[config.mk]
export PLATFORM = sky130hd
export DESIGN_NAME = regbus_arbiter_flat
export DESIGN_NICKNAME = d
export VERILOG_FILES = /design/src/rtl/regbus_arbiter_if.sv /design/src/rtl/regbus_arbiter.sv /design/src/flat_wrapper.sv
export SDC_FILE = /design/constraint.sdc
export NUM_CORES = 1
export LEC_CHECK = 0
export BUFFER_PORTS_ARGS = -buffer_cell sky130_fd_sc_hd__buf_4
export CAP_MARGIN = 25
export CORE_UTILIZATION = 32
export DETAILED_ROUTE_END_ITERATION = 8
export PLACE_DENSITY = 0.69
export SLEW_MARGIN = 10
export SYNTH_ARGS = -nofsm -noshare
export SYNTH_HDL_FRONTEND = slang
export SYNTH_SLANG_ARGS = --single-unit
[constraint.sdc]
create_clock -name clk -period 2.25 [get_ports clk]
set_input_delay 0.45 -clock clk [delete_from_list [all_inputs] [get_ports clk]]
set_output_delay 0.45 -clock clk [all_outputs]
set_load 0.05 [all_outputs]
[src/rtl/regbus_arbiter_if.sv]
// Signal bundle between the two bus masters, the arbiter and the register bus.
// The arbiter takes the slave modport; the surrounding environment takes master.
interface regbus_arbiter_if #(
  parameter int INDEX_WIDTH = 7,
  parameter int DATA_WIDTH  = 16
);
  logic                   req0, req1;
  logic                   we0, we1;
  logic [INDEX_WIDTH-1:0] index0, index1;
  logic [DATA_WIDTH-1:0]  wdata0, wdata1;
  logic                   ack0, ack1;
  logic [DATA_WIDTH-1:0]  rdata0, rdata1;
  logic [INDEX_WIDTH-1:0] register_index;
  logic                   register_read;
  logic                   register_write;
  logic [DATA_WIDTH-1:0]  register_write_value;
  logic [DATA_WIDTH-1:0]  register_read_value;

  modport slave (
    input  req0, req1, we0, we1, index0, index1, wdata0, wdata1, register_read_value,
    output ack0, ack1, rdata0, rdata1,
           register_index, register_read, register_write, register_write_value
  );

  modport master (
    output req0, req1, we0, we1, index0, index1, wdata0, wdata1, register_read_value,
    input  ack0, ack1, rdata0, rdata1,
           register_index, register_read, register_write, register_write_value
  );
endinterface

[src/rtl/regbus_arbiter.sv]
// Two-master round-robin arbiter/sequencer for the register bus: one strobe per
// transaction, read data captured one cycle after the strobe, one-cycle ack.
module regbus_arbiter #(
  parameter int INDEX_WIDTH = 7,
  parameter int DATA_WIDTH  = 16
) (
  input  logic             clk,
  input  logic             reset_n,
  regbus_arbiter_if.slave  bus
);
  localparam logic [1:0] IDLE   = 2'd0;
  localparam logic [1:0] ACCESS = 2'd1;
  localparam logic [1:0] WAIT   = 2'd2;
  localparam logic [1:0] DONE   = 2'd3;

  logic [1:0] state;
  logic       last_grant;
  logic       gnt;
  logic       we_q;

  // Master 1 wins when alone, or on a tie when master 0 was served last.
  logic                   pick1;
  logic                   win_we;
  logic [INDEX_WIDTH-1:0] win_index;
  logic [DATA_WIDTH-1:0]  win_wdata;

  assign pick1     = bus.req1 && (!bus.req0 || !last_grant);
  assign win_we    = pick1 ? bus.we1    : bus.we0;
  assign win_index = pick1 ? bus.index1 : bus.index0;
  assign win_wdata = pick1 ? bus.wdata1 : bus.wdata0;

  always_ff @(posedge clk or negedge reset_n) begin
    if (!reset_n) begin
      state                    <= IDLE;
      last_grant               <= 1'b1;
      gnt                      <= 1'b0;
      we_q                     <= 1'b0;
      bus.register_index       <= '0;
      bus.register_write_value <= '0;
      bus.register_read        <= 1'b0;
      bus.register_write       <= 1'b0;
      bus.ack0                 <= 1'b0;
      bus.ack1                 <= 1'b0;
      bus.rdata0               <= '0;
      bus.rdata1               <= '0;
    end else begin
      // Strobes and acks are single-cycle pulses.
      bus.register_read  <= 1'b0;
      bus.register_write <= 1'b0;
      bus.ack0           <= 1'b0;
      bus.ack1           <= 1'b0;
      case (state)
        IDLE: begin
          if (bus.req0 || bus.req1) begin
            gnt                      <= pick1;
            last_grant               <= pick1;
            we_q                     <= win_we;
            bus.register_index       <= win_index;
            bus.register_write_value <= win_wdata;
            bus.register_write       <= win_we;
            bus.register_read        <= !win_we;
            state                    <= ACCESS;
          end
        end
        ACCESS: state <= WAIT;
        WAIT: begin
          // Read data is valid on the bus during this cycle.
          if (!we_q) begin
            if (gnt) bus.rdata1 <= bus.register_read_value;
            else     bus.rdata0 <= bus.register_read_value;
          end
          bus.ack0 <= !gnt;
          bus.ack1 <= gnt;
          state    <= DONE;
        end
        default: state <= IDLE;
      endcase
    end
  end
endmodule

[src/flat_wrapper.sv]
// flat-port wrapper written by rule: the top's interface ports become plain ports
module regbus_arbiter_flat 
#(
  parameter int INDEX_WIDTH = 7,
  parameter int DATA_WIDTH  = 16
)
  (clk, reset_n, bus_req0, bus_req1, bus_we0, bus_we1, bus_index0, bus_index1, bus_wdata0, bus_wdata1, bus_register_read_value, bus_ack0, bus_ack1, bus_rdata0, bus_rdata1, bus_register_index, bus_register_read, bus_register_write, bus_register_write_value);
  regbus_arbiter_if #(.INDEX_WIDTH(INDEX_WIDTH), .DATA_WIDTH(DATA_WIDTH)) bus_i ();
  input  logic clk;
  input  logic reset_n;
  input wire logic [$bits(bus_i.req0)-1:0] bus_req0;
  input wire logic [$bits(bus_i.req1)-1:0] bus_req1;
  input wire logic [$bits(bus_i.we0)-1:0] bus_we0;
  input wire logic [$bits(bus_i.we1)-1:0] bus_we1;
  input wire logic [$bits(bus_i.index0)-1:0] bus_index0;
  input wire logic [$bits(bus_i.index1)-1:0] bus_index1;
  input wire logic [$bits(bus_i.wdata0)-1:0] bus_wdata0;
  input wire logic [$bits(bus_i.wdata1)-1:0] bus_wdata1;
  input wire logic [$bits(bus_i.register_read_value)-1:0] bus_register_read_value;
  output wire logic [$bits(bus_i.ack0)-1:0] bus_ack0;
  output wire logic [$bits(bus_i.ack1)-1:0] bus_ack1;
  output wire logic [$bits(bus_i.rdata0)-1:0] bus_rdata0;
  output wire logic [$bits(bus_i.rdata1)-1:0] bus_rdata1;
  output wire logic [$bits(bus_i.register_index)-1:0] bus_register_index;
  output wire logic [$bits(bus_i.register_read)-1:0] bus_register_read;
  output wire logic [$bits(bus_i.register_write)-1:0] bus_register_write;
  output wire logic [$bits(bus_i.register_write_value)-1:0] bus_register_write_value;
  assign bus_i.req0 = bus_req0;
  assign bus_i.req1 = bus_req1;
  assign bus_i.we0 = bus_we0;
  assign bus_i.we1 = bus_we1;
  assign bus_i.index0 = bus_index0;
  assign bus_i.index1 = bus_index1;
  assign bus_i.wdata0 = bus_wdata0;
  assign bus_i.wdata1 = bus_wdata1;
  assign bus_i.register_read_value = bus_register_read_value;
  assign bus_ack0 = bus_i.ack0;
  assign bus_ack1 = bus_i.ack1;
  assign bus_rdata0 = bus_i.rdata0;
  assign bus_rdata1 = bus_i.rdata1;
  assign bus_register_index = bus_i.register_index;
  assign bus_register_read = bus_i.register_read;
  assign bus_register_write = bus_i.register_write;
  assign bus_register_write_value = bus_i.register_write_value;
  regbus_arbiter #(.INDEX_WIDTH(INDEX_WIDTH), .DATA_WIDTH(DATA_WIDTH)) u_core (.clk(clk), .reset_n(reset_n), .bus(bus_i));
endmodule
==> results of run 1 <==
-- final timing paths --
| check | from | to | cells past startpoint |
|---|---|---|---|
| max in group asynchronous | reset_n | u_core.bus.register_write_value[11] | 1 |
| worst min-delay path | reset_n | u_core.bus.rdata0[2] | 1 |
| worst max-delay path | u_core.state[0] | u_core.bus.rdata0[2] | 6 |
| worst max register to register | u_core.state[0] | u_core.bus.rdata0[2] | 6 |
| min in group clk | bus_req0 | u_core.last_grant | 2 |
| worst min register to register | u_core.gnt | u_core.bus.ack0 | 1 |
-- kinds of logic after synthesis --
group	count (synthesis)	synth area share, %
simple gates	55	8.33
buf+inv	17	4.37
mux	34	16.7
compound gates	56	10.9
fa+ha+maj	3	1.37
flops	64	58.3
-- final cells by class --
cell class	instances	share of cell area, %
sequential	64	40.2
multi-input combinational	148	25.8
timing repair buffer	133	25.2
clock buffer	11	3.80
tap	105	3.29
clock inverter	5	1.38
inverter	3	0.282
-- registers in the layout (all words and copies together), names as in the netlist --
register	cells
u_core.bus.register_write_value	16
u_core.bus.register_index	7
u_core.bus.ack1	1
u_core.bus.register_write	1
u_core.bus.ack0	1
u_core.gnt	1
u_core.bus.register_read	1
u_core.bus.rdata1	16
u_core.last_grant	1
u_core.bus.rdata0	16
u_core.state	2
u_core.we_q	1
-- layer usage --
| metal | wire length, um | vias to the layer above | track usage (%) |
|---|---|---|---|
| li1 | - | 1037 | - |
| met2 | 2950 | 98 | 23.3 |
| met1 | 3010 | 1021 | 19.3 |
| met4 | 101 | 0 | 6.44 |
| met5 | 0 | - | 0 |
| met3 | 581 | 10 | 4.83 |
-- report_power, final --
part | internal (mW) | leakage [nW] | switching (mW)
Sequential | 1.74 | 0.745 | 0.327
Clock | 0.568 | 0.101 | 0.436
Combinational | 1.47 | 1.14 | 2.74
Total | 3.77 | 1.98 | 3.51
-- worst max-delay path, stage by stage (launching register included) --
cell,delay (ps)
dfrtp_1,380
inv_1,100
ha_1,190
nor2b_2,150
nor2b_2,130
buf_4,280
mux2_1,360
-- synthesized netlist by cell type --
master    number  area [um^2]
nand2b_1       1         6.26
inv_2          1         3.75
nor2b_2        1         8.76
a21boi_2       1         11.3
nand2_1       24         90.1
nor2_1        25         93.8
o21ai_2        1         8.76
or3_4          1         11.3
o21a_1         1         7.51
a31oi_1        1         6.26
mux2_2         6         67.6
mux2_4        21          315
inv_1          2         7.51
o21ai_1        1         5.00
dfrtp_1       63         1580
buf_6          4         45.0
buf_12         1         20.0
a21bo_1        1         10.0
clkbuf_1       1         3.75
a21oi_1       49          245
nor2b_1        1         6.26
dfstp_2        1         26.3
buf_2          8         40.0
mux2i_1        1         10.0
and2_1         2         12.5
mux2_1         6         67.6
ha_1           3         37.5
o22ai_1        1         6.26
-- per-stage QoR --
step / area [um^2] / cells
after floorplan: 2750 / 229
after global placement: 3770 / 452
after detailed placement: 3780 / 453
after CTS: 3990 / 469
after global routing: 3990 / 469
final: 3990 / 469
==> flow_summary.json, run 1 <==
{
  "clkTransAtPathRegs_ps": 70,
  "ys_seq_area_share_pct": 58.3,
  "final_common_cell": "buf_4",
  "power_density_nw_per_um2": 1830,
  "io_buffers": 126,
  "dr.pass1.iters": 4,
  "multi_input_comb_area_um2": 1030,
  "initial_core_util_pct": 33.3,
  "antenna_cells": 0,
  "syn-mean-instance-area_um2": 12.0,
  "finalMaxSlewViolations": 0,
  "status": "finished, final reports clean",
  "endpoint_kind": "register",
  "antenna_left": 0,
  "ioPinCount": 127,
  "vias": 2166,
  "grt_start_max_net_pins": 65,
  "gp_congestion": 0.657,
  "area_delta_synth_final_pct": 45.0,
  "r2r_slack_ps": 520,
  "syn_inst": 229,
  "drt_iter0_drc": 60,
  "antenna_found_initial": 0,
  "rsz0062_at_grt": "false",
  "grt_usage_pct": 15.1,
  "hold_path_class": "in2async",
  "die-area_um2": 8970,
  "grt_pass1_vias": 2062,
  "syn_nets": 300,
  "fp-row-count": 33,
  "clk_latency_ps": 330,
  "ir_drop_v": 0.000568,
  "worst_slew_pin_slew_ps": 801,
  "cp_max_fo": 16,
  "fmax_ghz": 0.579,
  "hold_buffers": 0,
  "cts_made_buffers": 9,
  "route.detailed.drc": 0,
  "start_kind": "register",
  "htree_levels": 3,
  "final_nets": 430,
  "place_ws_ps": 509,
  "final_core_util_pct": 48.3,
  "hpwl_um": 4710,
  "clock-root-buffer": "clkbuf_8",
  "wl_um": 6640,
  "drv_cap": 0,
  "setup_viol_count_final": 0,
  "die_h_um": 94.7,
  "p_leak_nw": 1.98,
  "n_fill_cell": 779,
  "synthDistinctLibCells": 28,
  "core_area_um2": 8260,
  "yosys_warnings": 0,
  "synth_area_um2": 2750,
  "wire_per_inst_um": 14.2,
  "ys_ff_latch": 64,
  "postCtsSetupBuffers": 0,
  "worst_ep_required_time_ps": 2470,
  "vias_per_cell": 4.62,
  "clkSinkCount": 64,
  "timing.final.crit_share_pct": 76.8,
  "period_needed_ps": 1730,
  "cts_resized": 0,
  "fin_ws_ps": 523,
  "tns_ps": 0,
  "hold_viol_final": 0,
  "layout_common_cells": "buf_4, dfrtp_1, a21oi_1, nor2_1, nand2_1",
  "holdWs_ps": 202,
  "ctsLongestPathBuffers": 2,
  "grt_first_pass_wirelength_um": 10200,
  "clock_skew_ps": 7.63,
  "fin_total_pwr_mw": 7.28,
  "arrival_ps": 1940,
  "crit_type": "reg2reg",
  "layout-drive-gt1-share_pct": 50.3,
  "cts_tree": "yes",
  "grt-ovfl-total": 0,
  "max-slew-margin-rel_pct": 46.6,
  "seqCellArea_um2": 1600,
  "chipWidth_um": 94.7
}
No activity file was read; power rests on OpenSTA's default activity.
==> run 2: changes to the inputs <==
PLACE_DENSITY = 0.72   (was 0.69)
clock period = 1.4 ns   (was 2.25 ns; I/O delays follow)
==> run 2 against run 1 <==
The flow now finishes with violations (setup timing). Largest cell class unchanged. Via count increased by 9.2%. Critical path depth increased by 1. Cell area grew 17%. Clock power increased by 110%. Total power up 90%. Critical endpoint is now u_core.bus.rdata0[7]. Routed wire length up 18%. Non-clock buffer count grew 24. Worst setup slack got worse by 700 ps. Worst hold slack worse by 14 ps. First-iteration DRC count grew 13%.
==> flow_summary.json, run 2 (synthesized netlist as in run 1, its figures left out) <==
{
  "grt_start_max_net_pins": 30,
  "worstSetupPathDepth": 7,
  "final_nets": 454,
  "layout-drive-gt1-share_pct": 63.4,
  "grt_pass1_vias": 2332,
  "grt_usage_pct": 17.6,
  "violations": "setup timing",
  "fin_ws_ps": -180,
  "period_needed_ps": 1580,
  "hold_path_class": "in2reg",
  "r2r-start": "u_core.state[0]",
  "fin_total_pwr_mw": 13.8,
  "worst_ep_required_time_ps": 1610,
  "layout_common_cells": "buf_4, dfrtp_1, mux2_4, a21oi_1, nand2_1",
  "dr.pass1.iters": 4,
  "clkSinkCount": 64,
  "gp_congestion": 0.725,
  "cts_tree": "yes",
  "p_comb_share_pct": 59.8,
  "clk_latency_ps": 330,
  "timing.final.crit_share_pct": 113,
  "hold_viol_final": 0,
  "final_common_cell": "buf_4",
  "timing.rr.end": "u_core.bus.rdata0[7]",
  "core_area_um2": 8260,
  "crit_path_start": "u_core.state[0]",
  "area_delta_synth_final_pct": 70.0,
  "io_buffers": 126,
  "vias_per_cell": 4.80,
  "ctsLongestPathBuffers": 2,
  "endpoint": "u_core.bus.rdata0[7]",
  "crit_type": "reg2reg",
  "initial_core_util_pct": 33.3,
  "setup_viol_count_final": 59,
  "pwr-share-clk_pct": 15.4,
  "status": "complete, but fails checks",
  "p_leak_nw": 2.28,
  "path_cells": "inv_2 -> ha_4 -> nor2b_4 -> nor2b_4 -> buf_12 -> buf_12 -> mux2_4",
  "grt-ovfl-total": 0,
  "endpoint_kind": "register",
  "hold_start": "bus_index0[5]",
  "arrival_ps": 1790,
  "htree_levels": 3,
  "start_kind": "register",
  "drv_cap": 0,
  "finalInstanceArea_um2": 4670,
  "antenna_left": 0,
  "antenna_cells": 0,
  "wl_um": 7830,
  "fmax_ghz": 0.633,
  "hpwl_um": 4920,
  "chipWidth_um": 94.7,
  "r2r_cells": 7,
  "cp.buffers_inverters": 3,
  "placed_area_um2": 3950,
  "intPower_mw": 7.61,
  "finalMaxSlewViolations": 0,
  "vias": 2366,
  "antenna_found_initial": 0,
  "cp_top_family": "flip-flops",
  "p_sw_share_pct": 44.9,
  "slowest_delay_ps": 390,
  "multi_input_comb_area_um2": 1260,
  "power_density_nw_per_um2": 2950,
  "drt_iter0_drc": 68,
  "ir_drop_v": 0.00145,
  "cts_made_buffers": 9,
  "reg.largest.list": "u_core.bus.rdata0: 16 flops, u_core.bus.rdata1: 16 flops, u_core.bus.register_write_value: 16 flops",
  "pwr-share-seq_pct": 24.8,
  "r2r_slack_ps": -180,
  "max-slew-margin-rel_pct": 46.6,
  "ioPinCount": 127,
  "cp_max_fo": 7,
  "n_fill_cell": 692,
  "fp-row-count": 33,
  "clock_skew_ps": 9.47,
  "tns_ps": -6590,
  "route.detailed.drc": 0,
  "grt_first_pass_wirelength_um": 11800,
  "clkTransAtPathRegs_ps": 80,
  "seqCellArea_um2": 1600,
  "slowest_stage": "dfrtp_1",
  "die_h_um": 94.7,
  "switchingPower_mw": 6.20,
  "wire_per_inst_um": 15.9,
  "die-area_um2": 8970,
  "rsz0062_at_grt": "true",
  "worst_slew_pin_slew_ps": 800,
  "clock-root-buffer": "clkbuf_8"
}
[run 2: worst min-delay path by stage]
stage / depth (start not counted) / end
floorplan: 0 / u_core.bus.ack0
global placement: 1 / u_core.bus.register_index[5]
detailed placement: 1 / u_core.bus.register_index[5]
CTS: 3 / u_core.bus.register_index[2]
global route: 2 / u_core.bus.rdata1[3]
finish: 3 / u_core.bus.register_index[5]
[run 2: through the flow]
stage | worst slack, ps | utilization [%] | hold slack, ps | instances
6_report | -180 | 56.6 | 188 | 493
5_1_grt | -227 | 56.6 | 167 | 493
4_1_cts | -189 | 56.1 | 172 | 493
3_5_place_dp | -238 | 47.8 | 208 | 462
3_3_place_gp | -225 | 47.8 | 209 | 462
2_1_floorplan | -126 | - | -15.6 | 229
[run 2: tightest hold or removal path: stages]
cell and delay [ps]:
buf_4 110, nand2_1 50, a21oi_1 50
[run 2: timing repair]
| action | 4_1_cts | 5_1_grt |
|---|---|---|
| hold endpoints to repair | 20 | 0 |
| hold buffers | 1 | 0 |
| pin swaps | 12 | 0 |
| buffers inserted | 7 | 2 |
| resized for setup | 40 | 23 |
| setup endpoints to repair | 59 | 60 |
| cloned | 7 | 0 |
[run 2: power groups by stage]
stage / registers [mW] / logic, mW / clock network, mW
floorplan: 6.26 / 1.97 / 0
global placement: 3.34 / 7.01 / 0
detailed placement: 3.37 / 7.14 / 0
CTS: 3.40 / 8.25 / 2.15
global route: 3.53 / 8.69 / 2.24
finish: 3.43 / 8.26 / 2.12
[run 2: layout make-up]
cell class                      instances  area share, %
Sequential cell                        64           34.3
Multi-Input combinational cell        148           27.0
Timing Repair Buffer                  157           29.9
Clock buffer                           10           2.94
Clock inverter                          6           2.78
Inverter                                3          0.241
Tap cell                              105           2.81
[run 2: routing by layer]
layer  part of all wire (%)  track usage, %  up-vias
met4                    1.3            5.81        0
met3                    8.9            5.64       11
met1                     42            22.1     1148
met5                      0               0        -
met2                     48            28.4      119
li1                       -               -     1088
==> run 3: changes to the inputs <==
ABC_AREA = 1   (was unset)
PLACE_DENSITY = 0.71   (was 0.72)
==> run 3 against run 2 <==
The flow finishes with violations (DRC). First-iteration DRC count rose by 84%. Via count grew 14%. Sequential share of layout area up 2.4 points. Fmax grew 19%. Register-to-register slack improved by 260 ps. Non-clock buffer count fell by 15. Count of clock-buffer cells in the layout unchanged. Flip-flop and latch count unchanged. Critical path type unchanged. Critical endpoint is now u_core.bus.rdata0[15]. Largest power group unchanged.
==> flow_summary.json, run 3 <==
{
  "yosys_warnings": 0,
  "syn-mean-instance-area_um2": 8.11,
  "final_nets": 568,
  "initial_core_util_pct": 33.3,
  "worst_ep_required_time_ps": 1620,
  "r2r_cells": 8,
  "synth.most_common_cell": "nand2_1",
  "hold_depth": 3,
  "clkTransAtPathRegs_ps": 80,
  "finalNonFillerCells": 610,
  "yosys-top-cells-area": "dfrtp_1, nand2_1, inv_1, nand3_1, o21ai_0",
  "drt_iter0_drc": 125,
  "cts_tree": "yes",
  "io_buffers": 126,
  "yosys.area.top_type": "dfrtp_1",
  "route.detailed.drc": 6,
  "die_h_um": 97.7,
  "p_leak_nw": 2.53,
  "worst_slew_pin_slew_ps": 274,
  "holdWs_ps": 193,
  "status": "complete, but fails checks",
  "grt_start_max_net_pins": 33,
  "vias": 2706,
  "grt_first_pass_wirelength_um": 12600,
  "layout_common_cells": "buf_4, nand2_1, inv_1, dfrtp_1, nand3_1",
  "met2_usage_pct": 29.8,
  "syn_nets": 432,
  "gp_congestion": 0.804,
  "n_fill_cell": 813,
  "clock-root-buffer": "clkbuf_8",
  "top_usage_layer": "met2",
  "syn_inst": 361,
  "timing.final.crit_share_pct": 94.5,
  "hpwl_um": 5750,
  "die-area_um2": 9540,
  "grt_usage_pct": 16.8,
  "area_delta_synth_final_pct": 49.2,
  "start_kind": "register",
  "clkSinkCount": 64,
  "finalMaxSlewViolations": 0,
  "clock_skew_ps": 10.8,
  "period_needed_ps": 1320,
  "antenna_cells": 0,
  "synthDistinctLibCells": 18,
  "ctsLongestPathBuffers": 2,
  "cp_max_fo": 8,
  "antenna_found_initial": 0,
  "layout-drive-gt1-share_pct": 33.9,
  "fp-row-count": 34,
  "grt-ovfl-total": 0,
  "power_density_nw_per_um2": 2730,
  "ys_seq_area_share_pct": 54.7,
  "core_area_um2": 8810,
  "r2r-start": "u_core.state[0]",
  "arrival_ps": 1540,
  "grt_pass1_vias": 2715,
  "dr.pass1.iters": 6,
  "r2r_slack_ps": 80,
  "synth_enable_flop_cells": 0,
  "antenna_left": 0,
  "grt_use_met3_pct": 2.37,
  "synth_commonest_cells": "nand2_1, inv_1, dfrtp_1",
  "drv_cap": 0,
  "crit_type": "reg2reg",
  "violations": "DRC",
  "hold_start": "bus_register_read_value[14]",
  "synth-async-reset-ratio_pct": 100,
  "final_common_cell": "buf_4",
  "hold_viol_final": 0,
  "synthFlopType": "dfrtp_1",
  "vias_per_cell": 4.44,
  "endpoint_kind": "register",
  "setup_viol_count_final": 0,
  "synth_area_um2": 2930,
  "min_delay_worst_endpoint": "u_core.bus.rdata0[14]",
  "clk_latency_ps": 350,
  "yosysTopAreaCellShare_pct": 53.8,
  "chipWidth_um": 97.7,
  "ir_drop_v": 0.00129,
  "htree_levels": 3,
  "wl_um": 7610,
  "fmax_ghz": 0.756,
  "max-slew-margin-rel_pct": 81.7,
  "dp_cells": 589,
  "hold_path_class": "in2reg",
  "reg.largest.list": "u_core.bus.rdata0: 16 flops, u_core.bus.rdata1: 16 flops, u_core.bus.register_write_value: 16 flops",
  "ioPinCount": 127,
  "wire_per_inst_um": 12.5,
  "grt_use_met1_pct": 19.7,
  "cts_made_buffers": 9,
  "timing.rr.end": "u_core.bus.rdata0[15]",
  "ys_ff_latch": 64
}
==> run 3: layer usage <==
layer | vias up | wire [um]
li1 | 1365 | -
met5 | - | 0
met2 | 62 | 4100
met4 | 0 | 216
met3 | 18 | 232
met1 | 1261 | 3060
==> run 3: per-stage QoR <==
step / power (mW) / setup WS, ps / utilization (%) / area (um^2) / TNS (ps)
after floorplan: 7.77 / 115 / - / 2930 / 0
after global routing: 12.6 / -6.62 / 49.6 / 4370 / -11.1
after CTS: 11.8 / 28.0 / 48.5 / 4270 / 0
after detailed placement: 9.96 / 39.3 / 45.8 / 4030 / 0
after global placement: 9.85 / 86.6 / 45.8 / 4030 / 0
final: 11.9 / 77.6 / 49.6 / 4370 / 0
==> run 3: how the worst max path moves through the flow <==
stage,from,to,slack (ps),cells past startpoint
floorplan,u_core.state[0],u_core.bus.register_write_value[10],120,8
global placement,u_core.state[0],u_core.we_q,90,7
detailed placement,u_core.state[0],u_core.bus.rdata0[1],40,8
CTS,u_core.state[0],u_core.bus.rdata0[15],30,7
global route,u_core.state[0],u_core.bus.rdata1[2],-7,8
finish,u_core.state[0],u_core.bus.rdata0[15],80,8
==> run 3: final cells by class <==
cell class                 count  area, um^2  share of cell area, %
inverter                      73         282                   6.44
multi-input combinational    207         963                   22.0
tap                          108         135                   3.09
sequential                    64        1600                   36.7
timing repair buffer         142        1160                   26.5
clock buffer                  10         138                   3.15
clock inverter                 6        92.6                   2.12
==> run 3: kinds of logic (layout without fill, tap and decap cells) <==
| group | count (synthesis) | count (layout) | synth area share, % |
|---|---|---|---|
| fa+ha+maj | 3 | 3 | 1.28 |
| buf+inv | 90 | 231 | 13.2 |
| compound gates | 35 | 35 | 5.98 |
| flops | 64 | 64 | 54.7 |
| simple gates | 169 | 169 | 24.9 |
==> run 3: power breakdown <==
| group | total [mW] | leakage [nW] | internal [mW] | switching (mW) |
|---|---|---|---|---|
| clock | 1.79 | 0.109 | 1.06 | 0.733 |
| sequential | 3.33 | 0.784 | 2.78 | 0.546 |
| combinational | 6.79 | 1.64 | 2.11 | 4.68 |
| total | 11.9 | 2.53 | 5.95 | 5.96 |
==> run 3: what timing repair did <==
item | 4_1_cts | 5_1_grt
endpoints found under the hold margin | 16 | 0
setup buffers | 0 | 2
endpoints found under the setup margin | 0 | 54
resized for setup | 0 | 12
hold buffers | 1 | 0
==> run 3: worst max-delay path, stage by stage (launching register included) <==
cell,delay [ps]
dfrtp_1,380
inv_2,70
ha_2,190
inv_2,50
nor2_4,100
nand2_4,90
clkbuf_16,170
nand2_1,50
o21ai_0,80
